**src/rtl/fphub_div_pkg.sv**
```systemverilog
// Shared operand classes and special-magnitude constants for the FPHUB divider front-end.
package fphub_div_pkg;

  typedef enum logic [1:0] {
    CLS_NORMAL = 2'd0,
    CLS_ZERO   = 2'd1,
    CLS_ONE    = 2'd2,
    CLS_INF    = 2'd3
  } cls_e;

  // Magnitudes are built at full width and sliced to E+M bits by the user.
  localparam int unsigned MAG_MAX = 64;

  function automatic logic [MAG_MAX-1:0] mag_inf(input int unsigned e, input int unsigned m);
    logic [MAG_MAX-1:0] r;
    r = '0;
    for (int unsigned i = 0; i < MAG_MAX; i++) begin
      if (i < e + m) r[i] = 1'b1;
    end
    return r;
  endfunction

  function automatic logic [MAG_MAX-1:0] mag_zero(input int unsigned e, input int unsigned m);
    logic [MAG_MAX-1:0] r;
    r = '0;
    if (e + m > MAG_MAX) r = '1;
    return '0 & r;
  endfunction

  // exp = 1 followed by E-1 zeros, mantissa zero: only the exponent MSB is set.
  function automatic logic [MAG_MAX-1:0] mag_one(input int unsigned e, input int unsigned m);
    logic [MAG_MAX-1:0] r;
    r = '0;
    r[e + m - 1] = 1'b1;
    return r;
  endfunction

endpackage

```
**src/rtl/fphub_operand_classifier.sv**
```systemverilog
// Maps an operand magnitude {exp, mant} to its class; sign does not take part.
module fphub_operand_classifier
  import fphub_div_pkg::*;
#(
  parameter int unsigned E = 8,
  parameter int unsigned M = 23
) (
  input  logic [E+M-1:0] mag,
  output cls_e           cls
);

  localparam logic [MAG_MAX-1:0] INF_W  = mag_inf(E, M);
  localparam logic [MAG_MAX-1:0] ZERO_W = mag_zero(E, M);
  localparam logic [MAG_MAX-1:0] ONE_W  = mag_one(E, M);
  localparam logic [E+M-1:0]     INF    = INF_W[E+M-1:0];
  localparam logic [E+M-1:0]     ZERO   = ZERO_W[E+M-1:0];
  localparam logic [E+M-1:0]     ONE    = ONE_W[E+M-1:0];

  always_comb begin
    cls = CLS_NORMAL;
    if (mag == INF)       cls = CLS_INF;
    else if (mag == ZERO) cls = CLS_ZERO;
    else if (mag == ONE)  cls = CLS_ONE;
  end

endmodule

```
**src/rtl/fphub_div_special_pipe.sv**
```systemverilog
// Two-stage elastic special-case resolver in front of the FPHUB divider core,
// with tag pass-through and sticky divide-by-zero / invalid flags.
module fphub_div_special_pipe
  import fphub_div_pkg::*;
#(
  parameter int unsigned M     = 23,
  parameter int unsigned E     = 8,
  parameter int unsigned TAG_W = 4
) (
  input  logic             clk,
  input  logic             rst,
  input  logic             in_valid,
  output logic             in_ready,
  input  logic [E+M:0]     x,
  input  logic [E+M:0]     y,
  input  logic [TAG_W-1:0] in_tag,
  output logic             out_valid,
  input  logic             out_ready,
  output logic             out_special,
  output logic [E+M:0]     out_result,
  output logic [TAG_W-1:0] out_tag,
  output logic             flag_dz,
  output logic             flag_nv,
  input  logic             flags_clr
);

  localparam int unsigned W = E + M + 1;
  localparam logic [MAG_MAX-1:0] INF_W  = mag_inf(E, M);
  localparam logic [MAG_MAX-1:0] ZERO_W = mag_zero(E, M);
  localparam logic [MAG_MAX-1:0] ONE_W  = mag_one(E, M);
  localparam logic [E+M-1:0]     INF    = INF_W[E+M-1:0];
  localparam logic [E+M-1:0]     ZERO   = ZERO_W[E+M-1:0];
  localparam logic [E+M-1:0]     ONE    = ONE_W[E+M-1:0];

  cls_e             cx, cy;
  logic             s1_valid, s2_valid;
  logic [W-1:0]     s1_x, s1_y;
  logic [TAG_W-1:0] s1_tag;
  cls_e             s1_cx, s1_cy;
  logic             s2_dz, s2_nv;
  logic             s1_adv, s2_adv, out_hs;

  logic             sgn;
  logic             r_special, r_dz, r_nv;
  logic [W-1:0]     r_result;

  fphub_operand_classifier #(.E(E), .M(M)) u_cls_x (.mag(x[E+M-1:0]), .cls(cx));
  fphub_operand_classifier #(.E(E), .M(M)) u_cls_y (.mag(y[E+M-1:0]), .cls(cy));

  assign s2_adv    = !s2_valid || out_ready;
  assign s1_adv    = !s1_valid || s2_adv;
  assign in_ready  = s1_adv;
  assign out_valid = s2_valid;
  assign out_hs    = s2_valid && out_ready;

  always_ff @(posedge clk or posedge rst) begin
    if (rst) begin
      s1_valid <= 1'b0;
      s1_x     <= '0;
      s1_y     <= '0;
      s1_tag   <= '0;
      s1_cx    <= CLS_NORMAL;
      s1_cy    <= CLS_NORMAL;
    end else if (s1_adv) begin
      s1_valid <= in_valid;
      if (in_valid) begin
        s1_x   <= x;
        s1_y   <= y;
        s1_tag <= in_tag;
        s1_cx  <= cx;
        s1_cy  <= cy;
      end
    end
  end

  always_comb begin
    sgn       = s1_x[W-1] ^ s1_y[W-1];
    r_special = 1'b1;
    r_result  = '0;
    r_dz      = 1'b0;
    r_nv      = 1'b0;
    if (s1_cx == CLS_INF && s1_cy == CLS_INF) begin
      r_result = {sgn, INF};
      r_nv     = 1'b1;
    end else if (s1_cx == CLS_ZERO && s1_cy == CLS_ZERO) begin
      r_result = {sgn, INF};
      r_nv     = 1'b1;
    end else if (s1_cx == CLS_INF) begin
      r_result = {sgn, INF};
    end else if (s1_cy == CLS_ZERO) begin
      r_result = {sgn, INF};
      r_dz     = 1'b1;
    end else if (s1_cy == CLS_INF) begin
      r_result = {sgn, ZERO};
    end else if (s1_cx == CLS_ZERO) begin
      r_result = {sgn, ZERO};
    end else if (s1_cy == CLS_ONE) begin
      r_result = {sgn, s1_x[E+M-1:0]};
    end else if (s1_x[E+M-1:0] == s1_y[E+M-1:0]) begin
      r_result = {sgn, ONE};
    end else begin
      r_special = 1'b0;
    end
  end

  // Stage-2 payload only loads with a real op, so a held result never changes under stall.
  always_ff @(posedge clk or posedge rst) begin
    if (rst) begin
      s2_valid    <= 1'b0;
      out_special <= 1'b0;
      out_result  <= '0;
      out_tag     <= '0;
      s2_dz       <= 1'b0;
      s2_nv       <= 1'b0;
    end else if (s2_adv) begin
      s2_valid <= s1_valid;
      if (s1_valid) begin
        out_special <= r_special;
        out_result  <= r_result;
        out_tag     <= s1_tag;
        s2_dz       <= r_dz;
        s2_nv       <= r_nv;
      end
    end
  end

  always_ff @(posedge clk or posedge rst) begin
    if (rst) begin
      flag_dz <= 1'b0;
      flag_nv <= 1'b0;
    end else begin
      if (out_hs && s2_dz)  flag_dz <= 1'b1;
      else if (flags_clr)   flag_dz <= 1'b0;
      if (out_hs && s2_nv)  flag_nv <= 1'b1;
      else if (flags_clr)   flag_nv <= 1'b0;
    end
  end

endmodule

```
**config.mk**
```make
export PLATFORM = sky130hd
export DESIGN_NAME = fphub_div_special_pipe
export DESIGN_NICKNAME = d
export VERILOG_FILES = /design/src/rtl/fphub_div_pkg.sv /design/src/rtl/fphub_operand_classifier.sv /design/src/rtl/fphub_div_special_pipe.sv
export SDC_FILE = /design/constraint.sdc
export NUM_CORES = 1
export LEC_CHECK = 0
export CAP_MARGIN = 40
export CELL_PAD_IN_SITES_DETAIL_PLACEMENT = 2
export CELL_PAD_IN_SITES_GLOBAL_PLACEMENT = 2
export CORE_MARGIN = 10
export CORE_UTILIZATION = 30
export DETAILED_ROUTE_END_ITERATION = 7
export PLACE_DENSITY = 0.9
export SLEW_MARGIN = 20
export SYNTH_ARGS = -nofsm -noshare
export SYNTH_HDL_FRONTEND = slang
export SYNTH_SLANG_ARGS = --single-unit
```
**constraint.sdc**
```tcl
create_clock -name clk -period 5.12 [get_ports clk]
set_input_delay 0.768 -clock clk [delete_from_list [all_inputs] [get_ports clk]]
set_output_delay 0.768 -clock clk [all_outputs]
set_load 0.005 [all_outputs]
```
# ---- Word-level counts from Yosys, hierarchy flattened
# Cells that the tools add are included.
dict set report totals {
  memories 0
  out_inout_bits 41
  reg_bits 115
  latch_bits 0
  inputBits 73
  ram_bits 0
  mem_bits_ro 0
  word_cells 71
}
dict set report classes {
  add_sub_neg 0
  eq_ne 10
  n_reduce_logical 15
  muxes 31
  order_cmp 0
  bitwise_logic 1
  mul 0
  n_shift 0
  n_div 0
}
# operator n
set op_table {}
lappend op_table {{two-way mux 32 bit} 8}
lappend op_table {{equality test 31 bit (second input constant)} 4}
lappend op_table {{logical NOT 31 bit} 2}
lappend op_table {{equality test 31 bit} 1}
lappend op_table {{two-way mux 1 bit} 17}
lappend op_table {{two-way mux 2 bit} 6}
lappend op_table {{equality test 2 bit (second input constant)} 3}
lappend op_table {{logical AND 1 bit} 5}
lappend op_table {{equality test 2 x 1 -> 1 bit (second input constant)} 2}
lappend op_table {{AND reduction 2 bit} 2}
lappend op_table {{nonzero test 2 bit} 2}
lappend op_table {{logical NOT 1 bit} 2}
lappend op_table {{logical OR 1 bit} 2}
lappend op_table {{bitwise XOR 1 bit} 1}

# ---- Depth between registers and ports, before layout
# Gate-level depths: netlist (run 1).
dict set report depth {
  word_depth 9
  ltp_mapped 7
  depth_no_buf 5
}

# ---- Modules after synthesis
# Synthesis (run 1) repeated with hierarchy kept, for this count alone.
dict set report hier_totals {
  hier_cells 440
  area_unflattened_um2 5138.7
}
# module cells_per_inst instances seq_area_each_um2 area_each_um2
set by_module_without_submodules {}
lappend by_module_without_submodules {fphub_div_special_pipe 390 1 2877.8 4848.4}
lappend by_module_without_submodules {fphub_operand_classifier 25 2 0.0 145.1}

# ---- Worst setup path after synthesis (run 1)
# Ideal clock, no wire load.
dict set report synth_path {
  path_kind {input-to-output}
  from {input port out_ready}
  to {output port in_ready}
  arrival_ps 957
  path_buffers 0
  path_slack_ps 3395
  stages 1
  t_required_ps 4352
  cell_sequence {nand3b_1}
}
dict set report synth_between {
  elab_chain_cells 2
}
# item line
set synth_lines {}
lappend synth_lines {{start: declaration} fphub_div_special_pipe.sv:18} ;# input logic out_ready,
lappend synth_lines {{logical OR 1 bit} fphub_div_special_pipe.sv:50} ;# assign s2_adv = !s2_valid || out_ready;
lappend synth_lines {{logical OR 1 bit} fphub_div_special_pipe.sv:51} ;# assign s1_adv = !s1_valid || s2_adv;
lappend synth_lines {{end: declaration} fphub_div_special_pipe.sv:13} ;# output logic in_ready,
# No other way between the ends.

# ---- Worst setup path in the final report (run 1)
# Same ends and word-level chain as after synthesis.

==> results of run 1 <==
-- final cells by class --
type	instances	share of cell area (%)
Tap cell	220	3.94
Timing Repair Buffer	122	17.8
Multi-Input combinational cell	438	29.7
Inverter	4	0.251
Clock inverter	7	0.501
Sequential cell	115	41.2
Clock buffer	23	6.69
-- synth_stat cells, types with 2 or more instances --
library cell / n
nand2_1: 227
o21ai_0: 4
nand3_1: 6
nand2b_1: 3
buf_2: 10
and2_1: 3
xnor2_1: 33
nand4_1: 25
nor4_1: 18
inv_1: 4
a21oi_1: 35
nor2b_1: 2
nor2_1: 68
clkbuf_1: 15
or3_1: 2
dfrtp_1: 115
-- report_power, final --
group          total [mW]  leakage, nW  switching (mW)  internal (mW)
Clock                1.04        0.256           0.409          0.629
Sequential           1.21         1.38           0.146           1.06
Combinational       0.633         1.49           0.319          0.314
Total                2.88         3.13           0.874           2.00
-- sequential cells by signal, summed over array words and instances, names as in the netlist --
name         cells
s1_cy            2
out_result      32
s1_y            32
s2_nv            1
out_tag          4
flag_nv          1
s1_valid         1
s2_dz            1
flag_dz          1
out_special      1
s1_cx            2
s1_tag           4
s1_x            32
out_valid        1
-- layer usage --
layer	wire length, um	up-vias	part of all wire [%]
li1	-	2142	-
met1	8130	2436	39
met2	11000	120	53
met3	1060	36	5.1
met4	546	0	2.6
met5	0	-	0
-- how the worst max path moves through the flow --
| stage | slack [ps] | cells after the start | from | end |
|---|---|---|---|---|
| final | 2270 | 3 | out_ready | in_ready |
| after CTS | 2310 | 3 | out_ready | in_ready |
| after global routing | 2210 | 3 | out_ready | in_ready |
| after floorplan | 1310 | 1 | rst | flag_dz |
| after detailed placement | 1980 | 8 | out_ready | out_result[11] |
| after global placement | 2020 | 7 | out_ready | out_result[9] |
-- metrics by stage --
| step | worst slack [ps] | hold WS [ps] |
|---|---|---|
| after detailed placement | 1980 | 475 |
| final | 2270 | 475 |
| after global placement | 2020 | 455 |
| after floorplan | 1310 | 439 |
| after global routing | 2210 | 519 |
| after CTS | 2310 | 477 |
-- kinds of logic after synthesis --
logic type | count (synthesis) | synth area share [%]
compound gates | 46 | 5.13
xor+xnor | 33 | 5.70
buf+inv | 29 | 2.39
flops | 115 | 56.8
simple gates | 359 | 30.0
-- worst min-delay path: cells and delay by family (launching register included) --
kind	cells	cell delay [ps]
flops	1	340
simple gates	2	100
==> out/summary.txt, run 1 <==
H-tree Lvls: 4
Setup TNS: 0 ps
Fin nets: 771
Share of the synthesized area in the top cell type: 56.8%
Global routing usage on met1: 21.1%
Global-route wire length before repair: 32400 um
Fin. Hold Viols: 0
EDFF count, synth: 0
CP Class: primary input to output port
Slew @ Worst Pin: 774 ps
Leakage: 3.13 nW
CTS Hold Bufs: 0
Post-route DRC violation count: 0
DP Area: 6460 sq um
Clock sinks: 115
Critical Path AT: 2090 ps
Rows: 47
Vias per inst: 5.10
Crit start category: primary input
Die Area: 22500 sq um
R2R depth: 7
Cells after Synth: 582
Asr flop ratio synth: 100%
CP Max Fanout: 4
Vias: 4734
I/O pin cnt: 114
Met3 GRT Util: 4.98%
Area growth syn-to-layout: 37.9%
Global Route met2 Usage: 33.5%
Clock-pin slew on the worst setup and hold paths: 50 ps
Slew Limit Fails: 0
Pwr Total: 2.88 mW
WHS Path Cells: 2
Max incr delay on CP: 550 ps
Drt pass-1 iters: 4
Mean post-synth cell area: 8.71 sq um
Share of layout cells above drive strength 1: 6.06%
Cell Area, Synth: 5070 sq um
Most used cell, CP: clkdlybuf4s50_1
Design area: 6990 sq um
RSZ-0062 raised after global routing: no
Peak supply drop: 0.000251 V
Setup-failing EPs final: 0
Most frequent cells in the layout: 226 x nand2_1, 115 x dfrtp_1, 113 x clkdlybuf4s50_1, 68 x nor2_1, 35 x a21oi_1
Crit-path cells: clkdlybuf4s50_1, nand3b_1, clkdlybuf4s50_1
Pin count of the biggest net entering global routing: 72
Detail Route Antenna Nets: 0
Die Y: 150 um
Reg area: 2880 sq um
Final Wtd Congestion: 0.800
Status: complete, no violations
Skew-Pair Late Insertion Delay: 430 ps
Rel. slew slack: 48.4%
Seq cells post-synth: 115
Crit path max-delay family: buffers and inverters
Cell variety after synth: 28
Initial antenna violation count: 0
Worst Hold Class: register to register
Remaining global-route overflow: 0
Starting Density: 30.6%
Reg-to-reg endpoint: out_result[14]
Buffers & Inverters on Critical Path: 2
Synthesis Warnings: 0
Root buf cell: clkbuf_16
Vias in the first global route: 5576
Max Buffers Root-to-Sink: 2
Placed instance count: 897
Period utilisation layout: 55.8%
Sequential area share after synthesis: 56.8%
Worst r2r src: out_valid
Syn_nets: 655
CTS Buf Count: 17
Die Width: 150 um
FILL cells: 1805
PostCTS Resize Cnt: 0
ANT cells: 0
Critical Path End Type: output port
Fin util: 42.2%
Multi-input gate area: 2070 sq um
Pwr dens: 412 nW/um^2
Data required, critical path: 4350 ps
Global Route Usage Sum: 18.8%
Slowest stage cell on the critical path: clkdlybuf4s50_1
TritonCTS clock tree: yes
FMAX: 350 MHz
Final Critical Period: 2850 ps
Final Non-Filler Cells: 929
Most common cell after layout, fill and taps aside: nand2_1
Initial DRC count: 233
Core area: 16600 sq um
Drt wl/cell: 22.3 um
Worst hold path startpoint: s1_tag[3]
DP Wirelength: 14700 um
R2r setup slk: 2840 ps
Buffers added on ports: 113
Most Used Layer, Global Route: met2
Synth area leader: dfrtp_1
Setup bufs post-CTS: 0
Worst Skew: 14.2 ps
Synth Flop Type: dfrtp_1
Post-Route WL: 20700 um
Hold EP: out_tag[3]
Max Cap Viol: 0
Synth top area cells: dfrtp_1 57%, nand2_1 17%, xnor2_1 5.7%
Power figures use the tool's default switching activity.
==> run 2, diff against run 1 <==
--- a/config.mk
+++ b/config.mk
@@ -9,9 +9,9 @@
 export CELL_PAD_IN_SITES_DETAIL_PLACEMENT = 2
 export CELL_PAD_IN_SITES_GLOBAL_PLACEMENT = 2
 export CORE_MARGIN = 10
-export CORE_UTILIZATION = 30
+export CORE_UTILIZATION = 27
 export DETAILED_ROUTE_END_ITERATION = 7
-export PLACE_DENSITY = 0.9
+export PLACE_DENSITY = 0.86
 export SLEW_MARGIN = 20
 export SYNTH_ARGS = -nofsm -noshare
 export SYNTH_HDL_FRONTEND = slang
==> constraint.sdc (replaced) <==
create_clock -name clk -period 2.59 [get_ports clk]
set_input_delay 0.3885 -clock clk [delete_from_list [all_inputs] [get_ports clk]]
set_output_delay 0.3885 -clock clk [all_outputs]
set_load 0.005 [all_outputs]
==> run 2 against run 1 <==
  * Global-route usage fell by 1.1 points
  * Worst setup slack got worse by 1800 ps
  * Critical endpoint is now s1_cx[0]
  * Flip-flop and latch count did not move
==> out/summary.txt, run 2 (synthesis gave the netlist of run 1 again) <==
Share of layout cells above drive strength 1: 6.75% (+0.69 points)
Fin. Hold Viols: 0 (unchanged)
Global-route wire length before repair: 33500 um (+3.3%)
Rel. slew slack: 50.4% (+2.0 points)
Die Y: 157 um (+4.7%)
I/O pin cnt: 114 (unchanged)
CP Class: primary input to register
CP Launch Point: x[27]
Vias per inst: 5.01 (-1.6%)
Global Route Usage Sum: 17.7% (-1.1 points)
DP Wirelength: 14400 um (-1.5%)
Setup bufs post-CTS: 0 (unchanged)
Skew-Pair Late Insertion Delay: 430 ps (about the same)
Pwr dens: 865 nW/um^2 (+110%)
Clock-pin slew on the worst setup and hold paths: 60 ps (about the same)
H-tree Lvls: 4 (unchanged)
Slew @ Worst Pin: 737 ps (-36.7 ps)
Drt pass-1 iters: 4 (unchanged)
Fin nets: 771 (unchanged)
Worst Skew: 12.7 ps (-1.57 ps)
FILL cells: 2004 (+11%)
Setup-failing EPs final: 0 (unchanged)
Multi-input gate area: 2070 sq um (unchanged)
Core area: 18600 sq um (+12%)
FMAX: 468 MHz
Critical Path End Type: register
Max Cap Viol: 0 (unchanged)
Slew Limit Fails: 0 (unchanged)
Post-route DRC violation count: 0 (unchanged)
Final Wtd Congestion: 0.834 (+4.3%)
Die Width: 157 um (+4.7%)
Peak supply drop: 0.000445 V (+77%)
Crit start category: primary input
Initial DRC count: 292 (+25%)
DP Area: 6490 sq um (+0.48%)
Drt wl/cell: 22.3 um (about the same)
Period utilisation layout: 82.5%
Final WS setup: 452 ps (-1810 ps)
Die Area: 24700 sq um (+9.6%)
CTS Hold Bufs: 0 (unchanged)
PostCTS Resize Cnt: 0 (unchanged)
CP Max Fanout: 3 (-1)
RSZ-0062 raised after global routing: no
ANT cells: 0 (unchanged)
Leakage: 3.18 nW (+1.5%)
Vias: 4738 (+0.084%)
Most common cell after layout, fill and taps aside: nand2_1
Worst r2r src: s1_x[13]
Root buf cell: clkbuf_16
Remaining global-route overflow: 0 (unchanged)
Critical Path AT: 2480 ps (+390 ps)
Setup TNS: 0 ps (unchanged)
Most frequent cells in the layout: 226 x nand2_1, 115 x dfrtp_1, 113 x clkdlybuf4s50_1, 68 x nor2_1, 35 x a21oi_1
Area growth syn-to-layout: 40.5%
Final Critical Period: 2140 ps
Buffers added on ports: 113 (unchanged)
Status: complete, no violations
Vias in the first global route: 5628 (+0.93%)
Biggest regs: out_result (32), s1_x (32), s1_y (32)
Detail Route Antenna Nets: 0 (unchanged)
Data required, critical path: 2930 ps (-1420 ps)
CTS Buf Count: 17 (unchanged)
Post-Route WL: 21100 um (+1.7%)
Clock sinks: 115 (unchanged)
Initial antenna violation count: 0 (unchanged)
Reg area: 2880 sq um (unchanged)
Worst Hold Class: primary input to async pin
TritonCTS clock tree: yes
Rows: 50 (+6.4%)
Placement Setup Slack: 135 ps (-1850 ps)
Pin count of the biggest net entering global routing: 116 (+61%)
Starting Density: 27.3% (-3.3 points)
Design area: 7120 sq um (+1.9%)
Max Buffers Root-to-Sink: 2 (unchanged)
-- run 2: cell count changes in the layout (fill, tap and decap cells not counted), sizes merged --
| cell | delta |
|---|---|
| inv | -1 |
| bufinv | +4 |
| clkinvlp | +2 |
| clkbuf | -1 |
| clkinv | -2 |
-- run 2: path summary, 6_finish.rpt --
check,depth (start not counted),slack (ps),endpoint
setup / recovery,5,450,s1_cx[0]
hold / removal,3,450,out_result[8]
setup reg to reg,5,700,out_result[31]
hold reg to reg,2,480,out_tag[2]
max in group asynchronous,3,1580,out_result[12]
min in group clk,2,480,out_tag[2]
-- run 2: routing by layer --
metal | wire (um) | vias to the layer above | GRT usage (%)
li1 | - | 2142 | -
met1 | 8540 | 2445 | 20.4
met2 | 10900 | 127 | 30.7
met3 | 1100 | 24 | 4.56
met4 | 532 | 0 | 7.21
met5 | 0 | - | 0
-- run 2: through the flow --
step | util, % | std cells | power [mW] | hold WS, ps
floorplan | - | 582 | 2.86 | 439
global placement | 34.9 | 913 | 3.52 | 449
detailed placement | 34.9 | 913 | 3.60 | 470
CTS | 38.3 | 945 | 6.25 | 483
global route | 38.3 | 945 | 6.46 | 508
finish | 38.3 | 945 | 6.16 | 448
-- run 2: worst max-delay path, cell delays in order --
cell and delay [ps]:
clkdlybuf4s50_1 660, nand4_1 310, nor4_1 730, a21oi_1 210, a21oi_1 180
-- run 2: cell type report --
class	count	area share, %
clock buffers	22	6.80
clock inverters	10	2.14
inverters	4	0.263
multi-input cells	438	29.1
flip-flops and latches	115	40.4
well taps	234	4.11
repair buffers	122	17.2
-- run 2: report_power, final --
group          internal [mW]  total, mW  switching, mW
clock network           1.70       2.57          0.867
registers               2.10       2.36          0.259
logic                  0.616       1.24          0.620
total                   4.42       6.16           1.75
==> run 3, diff against run 2 <==
--- a/config.mk
+++ b/config.mk
@@ -9,9 +9,9 @@
 export CELL_PAD_IN_SITES_DETAIL_PLACEMENT = 2
 export CELL_PAD_IN_SITES_GLOBAL_PLACEMENT = 2
 export CORE_MARGIN = 10
-export CORE_UTILIZATION = 27
+export CORE_UTILIZATION = 30
 export DETAILED_ROUTE_END_ITERATION = 7
-export PLACE_DENSITY = 0.86
+export PLACE_DENSITY = 0.9
 export SLEW_MARGIN = 20
 export SYNTH_ARGS = -nofsm -noshare
 export SYNTH_HDL_FRONTEND = slang
==> constraint.sdc (replaced) <==
create_clock -name clk -period 2.1 [get_ports clk]
set_input_delay 0.315 -clock clk [delete_from_list [all_inputs] [get_ports clk]]
set_output_delay 0.315 -clock clk [all_outputs]
set_load 0.005 [all_outputs]
==> run 3 against run 2 <==
  * Global-route usage rose by 2.3 points
  * Non-clock buffer count up 9
  * Worst hold slack got worse by 130 ps
  * Via count rose by 2.2%
  * Clock-buffer cell count shrank 2
  * First-iteration DRC count shrank 14%
  * Clock power rose by 13%
  * Die area fell by 8.8%
  * Register-to-register slack got worse by 510 ps
  * Largest cell class unchanged
==> out/summary.txt, run 3 (synthesis gave the netlist of run 1 again) <==
Vias: 4840 (+2.2%)
Crit-path cells: clkdlybuf4s50_1, nand3b_1, clkdlybuf4s50_1
Peak supply drop: 0.000637 V (+43%)
Slew @ Worst Pin: 597 ps (-140 ps)
Pwr Total: 7.42 mW (+20%)
Clock sinks: 115 (unchanged)
Fin nets: 780 (+1.2%)
Clock-pin slew on the worst setup and hold paths: 60 ps (about the same)
Data required, critical path: 1780 ps (-1150 ps)
Area growth syn-to-layout: 41.4%
Critical Path End Type: output port
Final Non-Filler Cells: 941 (-0.42%)
Initial DRC count: 252 (-14%)
Slowest stage cell on the critical path: clkdlybuf4s50_1
Fin util: 43.2% (+4.9 points)
Drt pass-1 iters: 4 (unchanged)
CTS Buf Count: 17 (unchanged)
Rel. slew slack: 59.8% (+9.4 points)
Buffers & Inverters on Critical Path: 2 (+1)
Post-route DRC violation count: 0 (unchanged)
Max Buffers Root-to-Sink: 2 (unchanged)
CTS Hold Bufs: 0 (unchanged)
Die Width: 150 um (-4.5%)
Setup-failing EPs final: 0 (unchanged)
Die Area: 22500 sq um (-8.8%)
Critical path depth in cells: 3 (-2)
Pin count of the biggest net entering global routing: 72 (-38%)
Final Critical Period: 1930 ps
Worst Skew: 10.5 ps (-2.13 ps)
Fin. Hold Viols: 0 (unchanged)
DP Wirelength: 15200 um (+5.3%)
H-tree Lvls: 4 (unchanged)
CP Class: primary input to output port
Worst Hold Class: primary input to async pin
Drt wl/cell: 23.0 um (+3.2%)
Detail Route Antenna Nets: 0 (unchanged)
Remaining global-route overflow: 0 (unchanged)
Crit start category: primary input
Placed instance count: 908 (-0.55%)
Vias in the first global route: 5621 (-0.12%)
Skew-Pair Late Insertion Delay: 420 ps (about the same)
Core area: 16600 sq um (-11%)
Share of layout cells above drive strength 1: 7.92% (+1.2 points)
Crit path max-delay family: buffers and inverters
Max Cap Viol: 0 (unchanged)
Global-route wire length before repair: 34200 um (+2.3%)
I/O pin cnt: 114 (unchanged)
FMAX: 519 MHz
Rows: 47 (-6.0%)
Initial antenna violation count: 1 (+1)
R2R depth: 5 (unchanged)
CP Launch Point: out_ready
Leakage: 3.19 nW (+0.44%)
Root buf cell: clkbuf_16
Most frequent cells in the layout: 226 x nand2_1, 115 x dfrtp_1, 113 x clkdlybuf4s50_1, 68 x nor2_1, 35 x a21oi_1
TritonCTS clock tree: yes
Final Wtd Congestion: 0.816 (-2.3%)
Slew Limit Fails: 0 (unchanged)
Vias per inst: 5.14 (+2.6%)
Setup TNS: 0 ps (unchanged)
Global Route Usage Sum: 20.0% (+2.3 points)
Critical Path AT: 1610 ps (-870 ps)
Most used cell, CP: clkdlybuf4s50_1
Pwr dens: 1040 nW/um^2 (+20%)
Setup bufs post-CTS: 0 (unchanged)
Max incr delay on CP: 550 ps (-180 ps)
CP Max Fanout: 4 (+1)
Most common cell after layout, fill and taps aside: nand2_1
Post-Route WL: 21700 um (+2.8%)
Biggest regs: out_result (32), s1_x (32), s1_y (32)
PostCTS Resize Cnt: 0 (unchanged)
RSZ-0062 raised after global routing: no
Die Y: 150 um (-4.5%)
Status: complete, no violations
Buffers added on ports: 113 (unchanged)
Worst r2r src: s1_x[14]
Period utilisation layout: 91.7%
Starting Density: 30.6% (+3.3 points)
## run 3: path summary, 6_finish.rpt
check                            endpoint  slack [ps]
max                              in_ready         170
min in group clk                 s1_y[31]         440
min                         out_result[9]         310
max reg2reg                out_result[31]         190
min reg2reg                    out_tag[2]         480
max in group asynchronous         flag_nv        1180
## run 3: metrics by stage
step           hold slack [ps]  cell area, sq um  setup slack (ps)
2_1_floorplan              420              5070               386
3_3_place_gp               450              6580             -17.4
3_5_place_dp               464              6580             -49.5
4_1_cts                    316              7160               162
5_1_grt                    343              7170               100
6_report                   314              7170               174
## run 3: worst register-to-register path, delay by kind of cell (launching register included)
family | cells | cell delay [ps]
compound gates | 2 | 440
xor+xnor | 1 | 240
flops | 1 | 420
simple gates | 2 | 720
## run 3: layout make-up
cell class	count	area [sq um]
diodes	1	2.50
clock buffers	20	457
clock inverters	12	133
fillers	1773	9420
inverters	4	18.8
multi-input cells	438	2070
flip-flops and latches	115	2880
well taps	220	275
repair buffers	131	1330
## run 3: power by group
part	switching [mW]	leakage [nW]	internal [mW]
Combinational	0.799	1.54	0.782
Sequential	0.343	1.38	2.59
Clock	1.10	0.270	1.80
## run 3: layer usage
metal  vias to the layer above  GRT usage, %  routed length, um  part of all wire (%)
met1                      2506          23.1               8620                    40
met2                       139          34.8              11400                    53
met5                         -             0                  0                     0
met4                         0          7.34                545                   2.5
li1                       2160             -                  -                     -
met3                        35          5.10               1130                   5.2
